$ cat config.mk
export PLATFORM = sky130hd
export DESIGN_NAME = uart_rx_ctrl_flat
export DESIGN_NICKNAME = d
export VERILOG_FILES = /design/src/rtl/uart_rx_ctrl_if.sv /design/src/rtl/uart_rx_ctrl.sv /design/src/flat_wrapper.sv
export SDC_FILE = /design/constraint.sdc
export NUM_CORES = 1
export LEC_CHECK = 0
export CORE_MARGIN = 2
export CORE_UTILIZATION = 35
export CTS_CLUSTER_SIZE = 10
export DETAILED_ROUTE_END_ITERATION = 8
export GPL_TIMING_DRIVEN = 0
export PLACE_DENSITY = 0.55
export SLEW_MARGIN = 20
export SYNTH_ARGS = -nofsm -noshare
export SYNTH_HDL_FRONTEND = slang
export SYNTH_SLANG_ARGS = --single-unit
$ cat constraint.sdc
create_clock -name CLK -period 1.86 [get_ports CLK]
set_clock_uncertainty 0.2 [all_clocks]
set_input_delay 0.558 -clock CLK [delete_from_list [all_inputs] [get_ports CLK]]
set_output_delay 0.558 -clock CLK [all_outputs]
set_load 0.05 [all_outputs]
$ cat src/rtl/uart_rx_ctrl_if.sv
// uart_rx_ctrl_if: valid/ready character stream out of uart_rx_ctrl.
// master drives data/valid, slave drives ready.
interface uart_rx_ctrl_if #(
  parameter int DATA_BITS = 8
);
  logic [DATA_BITS-1:0] M_TDATA;
  logic                 M_TVALID;
  logic                 M_TREADY;

  modport master (
    output M_TDATA,
    output M_TVALID,
    input  M_TREADY
  );

  modport slave (
    input  M_TDATA,
    input  M_TVALID,
    output M_TREADY
  );
endinterface

$ cat src/rtl/uart_rx_ctrl.sv
// uart_rx_ctrl: rx character FWFT FIFO, sticky overrun, optional idle irq.
// Idle timer is built only when UART_RX_IDLE_TIMEOUT_EN is defined.
module uart_rx_ctrl #(
  parameter int DATA_BITS    = 8,
  parameter int FIFO_DEPTH   = 4,
  parameter int OVERSAMPLING = 8,
  parameter int IDLE_BITS    = 16
) (
  input  logic                  CLK,
  input  logic                  NRST,
  input  logic                  DIVPULSE,
  input  logic                  ENABLE,
  input  logic                  RX_DRDY,
  input  logic [DATA_BITS-1:0]  RX_DO,
  input  logic                  RX_BUSY,
  uart_rx_ctrl_if.master        m,
  output logic [$clog2(FIFO_DEPTH):0] FIFO_LEVEL,
  output logic                  OVERRUN,
  input  logic                  CLR_OVR,
  output logic                  IDLE_IRQ
);

  localparam int AW = $clog2(FIFO_DEPTH);
  localparam int LW = AW + 1;

  logic [DATA_BITS-1:0] mem [FIFO_DEPTH];
  logic [AW-1:0]        rd_ptr;
  logic [AW-1:0]        wr_ptr;
  logic [AW-1:0]        rd_nxt;
  logic [LW-1:0]        level;
  logic [DATA_BITS-1:0] tdata;
  logic [DATA_BITS-1:0] head_n;
  logic                 drdy_q;
  logic                 valid;
  logic                 full;
  logic                 push_ev;
  logic                 pop;
  logic                 do_push;
  logic                 drop;

  assign valid   = (level != '0);
  assign full    = (level == LW'(FIFO_DEPTH));
  assign push_ev = RX_DRDY & ~drdy_q & ENABLE;
  assign pop     = valid & m.M_TREADY;
  assign do_push = push_ev & (~full | pop);
  assign drop    = push_ev & full & ~pop;
  assign rd_nxt  = rd_ptr + AW'(1);

  assign m.M_TDATA  = tdata;
  assign m.M_TVALID = valid;
  assign FIFO_LEVEL = level;

  // Next head: the slot behind the popped one, or the incoming char
  // when it lands in an empty (or just-emptied) FIFO.
  always_comb begin
    head_n = tdata;
    if (pop) begin
      if (level > LW'(1))
        head_n = mem[rd_nxt];
      else if (do_push)
        head_n = RX_DO;
    end else if (!valid && do_push) begin
      head_n = RX_DO;
    end
  end

  always_ff @(posedge CLK) begin
    if (do_push)
      mem[wr_ptr] <= RX_DO;
  end

  always_ff @(posedge CLK or negedge NRST) begin
    if (!NRST) begin
      rd_ptr  <= '0;
      wr_ptr  <= '0;
      level   <= '0;
      tdata   <= '0;
      drdy_q  <= 1'b0;
      OVERRUN <= 1'b0;
    end else begin
      drdy_q <= RX_DRDY;
      tdata  <= head_n;
      if (do_push)
        wr_ptr <= wr_ptr + AW'(1);
      if (pop)
        rd_ptr <= rd_nxt;
      unique case ({do_push, pop})
        2'b10:   level <= level + LW'(1);
        2'b01:   level <= level - LW'(1);
        default: level <= level;
      endcase
      if (drop)
        OVERRUN <= 1'b1;
      else if (CLR_OVR)
        OVERRUN <= 1'b0;
    end
  end

`ifdef UART_RX_IDLE_TIMEOUT_EN
  typedef enum logic [1:0] {
    T_OFF,
    T_ARMED,
    T_FIRE
  } tstate_t;

  localparam logic [15:0] LIMIT =
    16'(IDLE_BITS * OVERSAMPLING - 1);

  tstate_t     st;
  tstate_t     st_n;
  logic [15:0] cnt;
  logic [15:0] cnt_n;

  always_ff @(posedge CLK or negedge NRST) begin
    if (!NRST) begin
      st  <= T_OFF;
      cnt <= '0;
    end else begin
      st  <= st_n;
      cnt <= cnt_n;
    end
  end

  always_comb begin
    st_n  = st;
    cnt_n = cnt;
    unique case (st)
      T_OFF: begin
        cnt_n = '0;
        if (do_push)
          st_n = T_ARMED;
      end
      T_ARMED: begin
        if (!ENABLE) begin
          st_n  = T_OFF;
          cnt_n = '0;
        end else if (do_push || RX_BUSY) begin
          cnt_n = '0;
        end else if (DIVPULSE) begin
          if (cnt == LIMIT) begin
            st_n  = T_FIRE;
            cnt_n = '0;
          end else begin
            cnt_n = cnt + 16'd1;
          end
        end
      end
      T_FIRE: begin
        cnt_n = '0;
        st_n  = do_push ? T_ARMED : T_OFF;
      end
      default: begin
        st_n  = T_OFF;
        cnt_n = '0;
      end
    endcase
  end

  always_comb IDLE_IRQ = (st == T_FIRE);
`else
  logic unused_timer_in;
  assign unused_timer_in = DIVPULSE ^ RX_BUSY;
  assign IDLE_IRQ = 1'b0;
`endif

endmodule

$ cat src/flat_wrapper.sv
// flat-port wrapper written by rule: the top's interface ports become plain ports
module uart_rx_ctrl_flat 
#(
  parameter int DATA_BITS    = 8,
  parameter int FIFO_DEPTH   = 4,
  parameter int OVERSAMPLING = 8,
  parameter int IDLE_BITS    = 16
)
  (CLK, NRST, DIVPULSE, ENABLE, RX_DRDY, RX_DO, RX_BUSY, FIFO_LEVEL, OVERRUN, CLR_OVR, IDLE_IRQ, m_M_TDATA, m_M_TVALID, m_M_TREADY);
  uart_rx_ctrl_if #(.DATA_BITS(DATA_BITS)) m_i ();
  input  logic CLK;
  input  logic NRST;
  input  logic DIVPULSE;
  input  logic ENABLE;
  input  logic RX_DRDY;
  input  logic [DATA_BITS-1:0] RX_DO;
  input  logic RX_BUSY;
  output logic [$clog2(FIFO_DEPTH):0] FIFO_LEVEL;
  output logic OVERRUN;
  input  logic CLR_OVR;
  output logic IDLE_IRQ;
  output wire logic [$bits(m_i.M_TDATA)-1:0] m_M_TDATA;
  output wire logic [$bits(m_i.M_TVALID)-1:0] m_M_TVALID;
  input wire logic [$bits(m_i.M_TREADY)-1:0] m_M_TREADY;
  assign m_M_TDATA = m_i.M_TDATA;
  assign m_M_TVALID = m_i.M_TVALID;
  assign m_i.M_TREADY = m_M_TREADY;
  uart_rx_ctrl #(.DATA_BITS(DATA_BITS), .FIFO_DEPTH(FIFO_DEPTH), .OVERSAMPLING(OVERSAMPLING), .IDLE_BITS(IDLE_BITS)) u_core (.CLK(CLK), .NRST(NRST), .DIVPULSE(DIVPULSE), .ENABLE(ENABLE), .RX_DRDY(RX_DRDY), .RX_DO(RX_DO), .RX_BUSY(RX_BUSY), .m(m_i), .FIFO_LEVEL(FIFO_LEVEL), .OVERRUN(OVERRUN), .CLR_OVR(CLR_OVR), .IDLE_IRQ(IDLE_IRQ));
endmodule
* Yosys cells after proc, flatten, opt, wreduce, memory -nomap -nowiden
Memories as Yosys holds them, arrays and structs flattened. Cells that the tools add are included.
Word-level totals: word-level logic and storage cells 42, register bits after elaboration 17, bits of input ports 16, memories 1, output and inout bits 14, bits in writable memories 32
Cells by class: equal/unequal tests 4, add/subtract/negate cells 4, order comparisons 1, reductions and logical operators 7, bitwise gates (word level) 10, mux-type cells 9
Memory list:
- u_core.mem | depth 4, width 8, rd ports 1, clocked after memory_dff 0, wr ports 1, line uart_rx_ctrl.sv:26 | logic [DATA_BITS-1:0] mem [FIFO_DEPTH];
Operators by type and width (count):
- 2-to-1 mux 8 bit | 4
- AND 1 bit | 6
- one-hot mux 3 bit (2 select lines) | 1
- nonzero test 2 bit | 3
- adder 2 x 1 -> 2 bit, second input constant | 2
- 2-to-1 mux 1 bit | 4
- adder 3 x 1 -> 3 bit, second input constant | 1
- == test 3 bit, second input constant | 1
- greater-than comparator 3 x 1 -> 1 bit, second input constant | 1
- != test 3 bit, second input constant | 1
- inverter 1 bit | 3
- nonzero test 3 bit | 1
- subtractor 3 x 1 -> 3 bit, second input constant | 1
- == test 2 x 1 -> 1 bit, second input constant | 1
- == test 2 bit, second input constant | 1
- AND reduction 2 bit | 1
- logical AND 1 bit | 1
- zero test 1 bit | 1
- bitwise OR 1 bit | 1

* Longest topological paths before layout
Gate-level depths: netlist (run 1).
word-level depth 7, gate-level depth with buffers 8, depth with buffers taken out 8

* Worst setup path after synthesis (run 1)
Ideal clock, no wire load.
path kind register to register, from register u_core.level[0] (netlist: u_core.FIFO_LEVEL[0]), to register u_core.tdata[0] (netlist: u_core.m.M_TDATA[0]), clock period less this slack 2.446 ns, required time 1.535 ns, setup slack -0.586 ns, buffers on the path 1, cell stages (with the launch flop) 8, arrival 2.121 ns, setup time 0.125 ns, cell sequence dfrtp_1 > inv_1 > ha_1 > nand2b_4 > a21o_1 > buf_6 > mux2_4 > mux2_2
On the way: word-level cells in the longest chain between the ends 7, elaborated cells between the ends (all ways) 14, those cells by class 1 x order compare; 2 x eq/ne; 2 x mux; 4 x bitwise; 5 x reduce/logical
Ends and longest elaborated chain:
- start, declared | line uart_rx_ctrl.sv:30 | logic [LW-1:0] level;
- start signal, assigned | line uart_rx_ctrl.sv:88 | 2'b10: level <= level + LW'(1);
- start signal, assigned | line uart_rx_ctrl.sv:89 | 2'b01: level <= level - LW'(1);
- start signal, assigned | line uart_rx_ctrl.sv:90 | default: level <= level;
- nonzero test 3 bit * | line uart_rx_ctrl.sv:41 | assign valid = (level != '0);
- named net m_M_TVALID | line flat_wrapper.sv:23 | output wire logic [$bits(m_i.M_TVALID)-1:0] m_M_TVALID;
- AND 1 bit | line uart_rx_ctrl.sv:44 | assign pop = valid & m.M_TREADY;
- bitwise OR 1 bit | line uart_rx_ctrl.sv:45 | assign do_push = push_ev & (~full | pop);
- AND 1 bit | line uart_rx_ctrl.sv:45
- logical AND 1 bit | line uart_rx_ctrl.sv:62 | end else if (!valid && do_push) begin
- nonzero test 2 bit (no source line)
- AND reduction 2 bit (no source line)
- end signal, assigned | line uart_rx_ctrl.sv:82 | tdata <= head_n;
- end, declared | line uart_rx_ctrl.sv:31 | logic [DATA_BITS-1:0] tdata;
The timed path passes the listed nets; every way through them passes the cells marked *. A chain may end at the register's enable or synchronous reset.

* Final worst setup path (run 1)
from register u_core.level[1] (netlist: u_core.FIFO_LEVEL[1]), to output port m_M_TVALID
On the way: word-level cells in the longest chain between the ends 1
Ends and longest elaborated chain (line):
- nonzero test 3 bit | uart_rx_ctrl.sv:41
- end, declared | flat_wrapper.sv:23
Every way passes these cells.

==> results.py, run 1 <==
metrics = {
    "sta": {
        "hold_viol": 0,
        "rsz0062_at_grt": "yes",
        "min_period_ps": 1940,
        "worstMarginPinSlew_ps": 874,
        "relSlewSlack_pct": 41.5,
        "timing.final.ws_setup_ps": -76.5,
        "period_share_pct": 104,
        "fmax_mhz": 516,
        "fin_tns_setup_ps": -516,
        "slew_violations": 0,
        "setup_viol": 10,
    },
    "clock_network": {
        "clock_path_buffers": 2,
        "clk_pin_slew_ps": 90,
        "clock-root-buffer": "clkbuf_8",
        "cts_tree": "yes",
        "cts_max_level": 2,
        "worstSkewPairLatency_ps": 300,
        "cts_made_buffers": 5,
        "cts_hold_buffers": 0,
        "cts.sinks": 49,
    },
    "critical_path": {
        "r2r_cells": 7,
        "critical_path_arrival_ps": 1180,
        "cp-start-kind": "flop",
        "crit_type": "flop to primary output",
        "crit_required_ps": 1100,
        "path_max_fanout": 4,
        "endpoint_kind": "primary output",
    },
    "yosys": {
        "synthAdderAreaFrac_pct": 5.28,
        "yosysWarnings": 0,
        "muxShareOfSynthArea_pct": 19.3,
        "netlist_instances": 119,
        "synth_compound_area_share_pct": 1.94,
        "yosys.area_share.simple_pct": 3.29,
        "synthXorXnorAreaFrac_pct": 2.46,
        "synth_top_family_by_area": "multiplexers",
        "synth.ff_latch_count": 49,
        "post_synth.cell_area_avg_um2": 17.9,
        "syn_area_mm2": 0.00213,
        "syn-num-nets": 144,
        "synth_cell_types": 28,
        "yosysSeqAreaShare_pct": 65.0,
    },
    "final_layout": {
        "area_growth_pct": 29.5,
        "final_area_mm2": 0.00276,
        "final_layout_size_suffix_gt1_share_pct": 46.9,
        "diodes": 0,
        "fin_nets": 186,
    },
    "placement": {
        "port_buffers": 26,
        "place.gp.congestion": 0.706,
        "placement.cell_area_mm2": 0.00254,
        "dp_hpwl_um": 2490,
    },
    "power": {
        "power_density_mw_per_mm2": 1590,
        "ir_drop_v": 0.000763,
        "power_uw": 4390,
        "p_leak_uw": 0.00109,
    },
    "route": {
        "dr.pass1.iters": 4,
        "antenna_left": 0,
        "routed-via-count": 1100,
        "wl_per_cell_um": 16.9,
        "drt_wl_total_um": 4000,
        "drtIter0Drc": 41,
        "viasPerCell": 4.64,
        "drc": 0,
    },
    "floorplan": {
        "start_util_pct": 36.0,
        "dieArea_mm2": 0.00673,
        "die_h_um": 82.1,
        "rows": 28,
        "io_pins": 30,
        "die_w_um": 82.1,
        "core_mm2": 0.00592,
    },
    "grt": {
        "grt_antenna_before_repair": 0,
        "grt_usage_pct": 13.1,
        "grt_pass1_wl_um": 6090,
        "grt_max_degree": 18,
        "globalRouteOverflowTotal": 0,
        "grt_pass1_vias": 1209,
    },
    "outcome": {
        "status": "finished, violations left",
        "failed_checks": "negative setup slack",
    },
    "flow_run": {
        "drv_cap": 0,
    },
    "hold_path": {
        "whs_path_depth": 1,
        "min_path_type": "input pin to flop",
    },
}
[critical path, stage by stage (launching register included)]
cell	delay (ps)
dfrtp_2	440
inv_4	90
ha_4	150
nand2b_4	60
buf_6	150
[cell usage in the layout (no fill, tap or decap), types with 2 or more instances in the layout]
cell type         n
xor2_1            2
dfrtp_2           3
mux2_4           16
inv_2             2
dlygate4sd2_1     3
and2_4            4
ha_1              7
clkbuf_8          5
edfxtp_1         32
inv_1             4
xnor2_1           3
clkdlybuf4s15_2   8
dfrtp_1          14
buf_6             2
buf_4            10
buf_2             2
clkdlybuf4s50_1  10
nand2_1           2
mux4_2            8
[where the power goes]
group	internal, uW	total [uW]	switching (uW)
combinational	1010	2110	1100
clock	399	750	350
sequential	1390	1530	141
total	2800	4390	1590
[final timing paths]
kind,startpoint,to,slack [ps]
max reg2reg,u_core.FIFO_LEVEL[1],u_core.m.M_TDATA[3],-60
min in group asynchronous,NRST,u_core.m.M_TDATA[4],550
max in group asynchronous,NRST,u_core.FIFO_LEVEL[0],320
max,u_core.FIFO_LEVEL[1],m_M_TVALID,-80
min reg2reg,u_core.OVERRUN,u_core.OVERRUN,340
min,RX_DRDY,u_core.drdy_q,300
[repair_timing]
action,4_1_cts,5_1_grt
endpoints found under the setup margin,57,16
setup buffers,9,0
gates resized for setup,63,10
pin swaps,2,0
[Yosys cell counts]
cell / instances / area [um2]
mux2i_1: 1 / 10.0
a31oi_1: 1 / 6.26
nand3_1: 1 / 5.00
buf_4: 1 / 7.51
buf_1: 1 / 3.75
o21ai_2: 1 / 8.76
and2_1: 4 / 25.0
and2_2: 1 / 7.51
clkbuf_2: 1 / 5.00
nor2_1: 1 / 3.75
mux2_4: 8 / 120
a21o_1: 1 / 7.51
edfxtp_1: 32 / 961
a211oi_1: 1 / 7.51
nand3b_1: 1 / 7.51
o22ai_1: 1 / 6.26
ha_1: 9 / 113
nand2b_4: 1 / 13.8
mux2_2: 9 / 101
dfrtp_1: 17 / 425
mux4_2: 8 / 180
conb_1: 1 / 3.75
xor2_1: 2 / 17.5
o21ai_0: 1 / 5.00
xnor2_1: 4 / 35.0
nand2_1: 2 / 7.51
inv_1: 7 / 26.3
buf_6: 1 / 11.3
[metal layers]
metal  wire length (um)  part of all wire (%)  track usage [%]  vias to the layer above
li1                   -                     -                -                      522
met1               1780                    44             15.8                      555
met2               2050                    51             22.0                       17
met3                118                   3.0             3.63                        6
met4                 56                   1.4             5.50                        0
met5                  0                     0                0                        -
[flip-flops by register name (all words and copies together), names as in the netlist]
signal             flops
u_core.drdy_q          1
u_core.wr_ptr          2
u_core.m.M_TDATA       8
u_core.FIFO_LEVEL      3
u_core.OVERRUN         1
u_core.rd_ptr          2
u_core.mem            32
[kinds of logic (layout without fill, tap and decap cells)]
family,count (synthesis),after routing
flip-flops,49,49
multiplexers,26,26
AND/OR/NAND/NOR,11,11
buffers and inverters,11,54
adder cells (fa/ha/maj),9,9
AO/OA/AOI/OAI,6,6
XOR/XNOR,6,6
other,1,1
[layout make-up]
cell class	instances	area, um2
Fill cell	512	3160
Sequential cell	49	1390
Multi-Input combinational cell	59	785
Timing Repair Buffer	35	324
Tap cell	75	93.8
Clock buffer	6	72.6
Clock inverter	2	35.0
Buffer	4	31.3
Inverter	7	28.8
[metrics by stage]
step           setup slack, ps  cells  utilization (%)  hold slack [ps]
2_1_floorplan             -277    119                -             62.4
3_3_place_gp              -817    220             42.9              320
3_5_place_dp              -855    220             42.9              325
4_1_cts                  -85.5    237             46.6              296
5_1_grt                   -126    237             46.6              293
6_report                 -76.5    237             46.6              305
No activity file was read; power rests on OpenSTA's default activity.
==> inputs of run 2 (changes only) <==
--- a/config.mk
+++ b/config.mk
@@ -11,6 +11,7 @@
 export DETAILED_ROUTE_END_ITERATION = 8
 export GPL_TIMING_DRIVEN = 0
 export PLACE_DENSITY = 0.55
+export SKIP_CTS_REPAIR_TIMING = 1
 export SLEW_MARGIN = 20
 export SYNTH_ARGS = -nofsm -noshare
 export SYNTH_HDL_FRONTEND = slang
==> results.py, run 2 (same netlist as run 1, synthesis figures left out) <==
metrics = {
    "floorplan": {
        "core_mm2": 0.00592,
        "die_h_um": 82.1,
        "die_w_um": 82.1,
        "io_pins": 30,
        "start_util_pct": 36.0,
        "rows": 28,
        "dieArea_mm2": 0.00673,
    },
    "power": {
        "p_switching_uw": 1540,
        "p_comb_share_pct": 45.3,
        "power_density_mw_per_mm2": 1570,
        "clkPwrFrac_pct": 17.9,
        "netSwitchingFraction_pct": 36.8,
        "internal-power_uw": 2640,
        "pwr-share-seq_pct": 36.8,
        "ir_drop_v": 0.000703,
        "p_leak_uw": 0.00108,
    },
    "route": {
        "routed-via-count": 1068,
        "antenna_left": 0,
        "routed-wl-met3_um": 161,
        "wl_met1_um": 1730,
        "wl_per_cell_um": 16.9,
        "dr.pass1.iters": 4,
        "highest_layer": "met4",
        "drt_wl_total_um": 3900,
        "wl_met2_um": 1940,
        "viasPerCell": 4.64,
        "drc": 0,
        "drtIter0Drc": 67,
    },
    "final_layout": {
        "fin_cells": 230,
        "largest_reg_flops": 32,
        "final_area_mm2": 0.00265,
        "nFillCells": 515,
        "regArea_mm2": 0.00139,
        "layout_common_cells": "edfxtp_1 (32), mux2_4 (16), dfrtp_1 (14), clkbuf_2 (11), clkdlybuf4s50_1 (10)",
        "final_layout_size_suffix_gt1_share_pct": 41.9,
        "top_register": "u_core.mem",
        "diodes": 0,
        "multi_input_area_um2": 768,
        "final_common_cell": "edfxtp_1",
        "fin_nets": 179,
        "area_growth_pct": 24.5,
    },
    "outcome": {
        "status": "finished, violations left",
        "failed_checks": "negative setup slack",
    },
    "hold_path": {
        "hold_end": "u_core.drdy_q",
        "whs_path_depth": 1,
        "min_from": "RX_DRDY",
        "min_path_type": "input pin to flop",
    },
    "sta": {
        "slew_violations": 0,
        "fin_hold_ws_ps": 201,
        "fmax_mhz": 499,
        "setup_viol": 11,
        "period_share_pct": 108,
        "min_period_ps": 2010,
        "rsz0062_at_grt": "yes",
        "timing.final.ws_setup_ps": -145,
        "fin_tns_setup_ps": -1230,
        "worstMarginPinSlew_ps": 898,
        "hold_viol": 0,
        "relSlewSlack_pct": 39.9,
    },
    "critical_path": {
        "timing.rr.end": "u_core.m.M_TDATA[3]",
        "endpoint_kind": "primary output",
        "r2r_cells": 7,
        "r2r_slack_ps": -130,
        "r2r_start": "u_core.FIFO_LEVEL[0]",
        "path_max_fanout": 5,
        "crit_type": "flop to primary output",
        "critical_path_arrival_ps": 1250,
        "crit_required_ps": 1100,
        "cp-start-kind": "flop",
    },
    "flow_run": {
        "drv_cap": 0,
    },
    "grt": {
        "grt_pass1_wl_um": 5810,
        "grt_antenna_before_repair": 0,
        "globalRouteOverflowTotal": 0,
        "grt_pass1_vias": 1135,
        "grt_usage_pct": 12.6,
        "grt_max_degree": 18,
    },
    "clock_network": {
        "clock_path_buffers": 2,
        "clock-root-buffer": "clkbuf_8",
        "cts_max_level": 2,
        "cts_tree": "yes",
        "cts.sinks": 49,
        "worstSkewPairLatency_ps": 300,
        "clk_pin_slew_ps": 90,
        "cts_made_buffers": 5,
    },
    "placement": {
        "dp_hpwl_um": 2490,
        "dp_slack_ps": -855,
        "port_buffers": 26,
        "place.gp.congestion": 0.706,
        "placement.cell_area_mm2": 0.00254,
        "placed_cells": 220,
    },
}
-- run 2: cell type report --
class,instances,area share [%]
multi-input combinational,59,28.9
clock buffer,6,2.73
inverter,7,1.08
sequential,49,52.4
buffer,4,1.18
timing repair buffer,28,8.82
tap,75,3.54
clock inverter,2,1.32
-- run 2: worst max-delay path: stages (launching register included) --
cell and delay, ps:
dfrtp_2 450, inv_2 100, ha_4 190, nand2b_4 70, buf_6 150
-- run 2: per-stage QoR --
stage          utilization [%]  total power [uW]
6_report                  44.8              4180
5_1_grt                   44.8              4410
4_1_cts                   44.7              4260
3_5_place_dp              42.9              3510
3_3_place_gp              42.9              3470
2_1_floorplan                -              2990
-- run 2: worst max-delay path by stage --
stage                              start                    to  slack [ps]  cells past startpoint
floorplan           u_core.FIFO_LEVEL[0]   u_core.m.M_TDATA[0]        -280                      7
global placement              m_M_TREADY  u_core.FIFO_LEVEL[2]        -820                      7
detailed placement            m_M_TREADY  u_core.FIFO_LEVEL[2]        -850                      8
CTS                 u_core.FIFO_LEVEL[0]            m_M_TVALID        -760                      4
global route        u_core.FIFO_LEVEL[0]            m_M_TVALID        -200                      4
finish              u_core.FIFO_LEVEL[0]            m_M_TVALID        -150                      4
-- run 2: power by group through the flow --
stage                     registers [uW]  logic (uW)  clock network (uW)
after floorplan                     1960        1030                   0
after CTS                           1530        1970                 766
after global placement              1540        1930                   0
after detailed placement            1550        1970                   0
after global routing                1570        2020                 811
final                               1540        1890                 746
-- run 2: routing by layer --
metal	vias up	track usage [%]
met5	-	0
met4	0	5.00
met3	6	3.74
met2	21	20.6
met1	535	15.6
li1	506	-
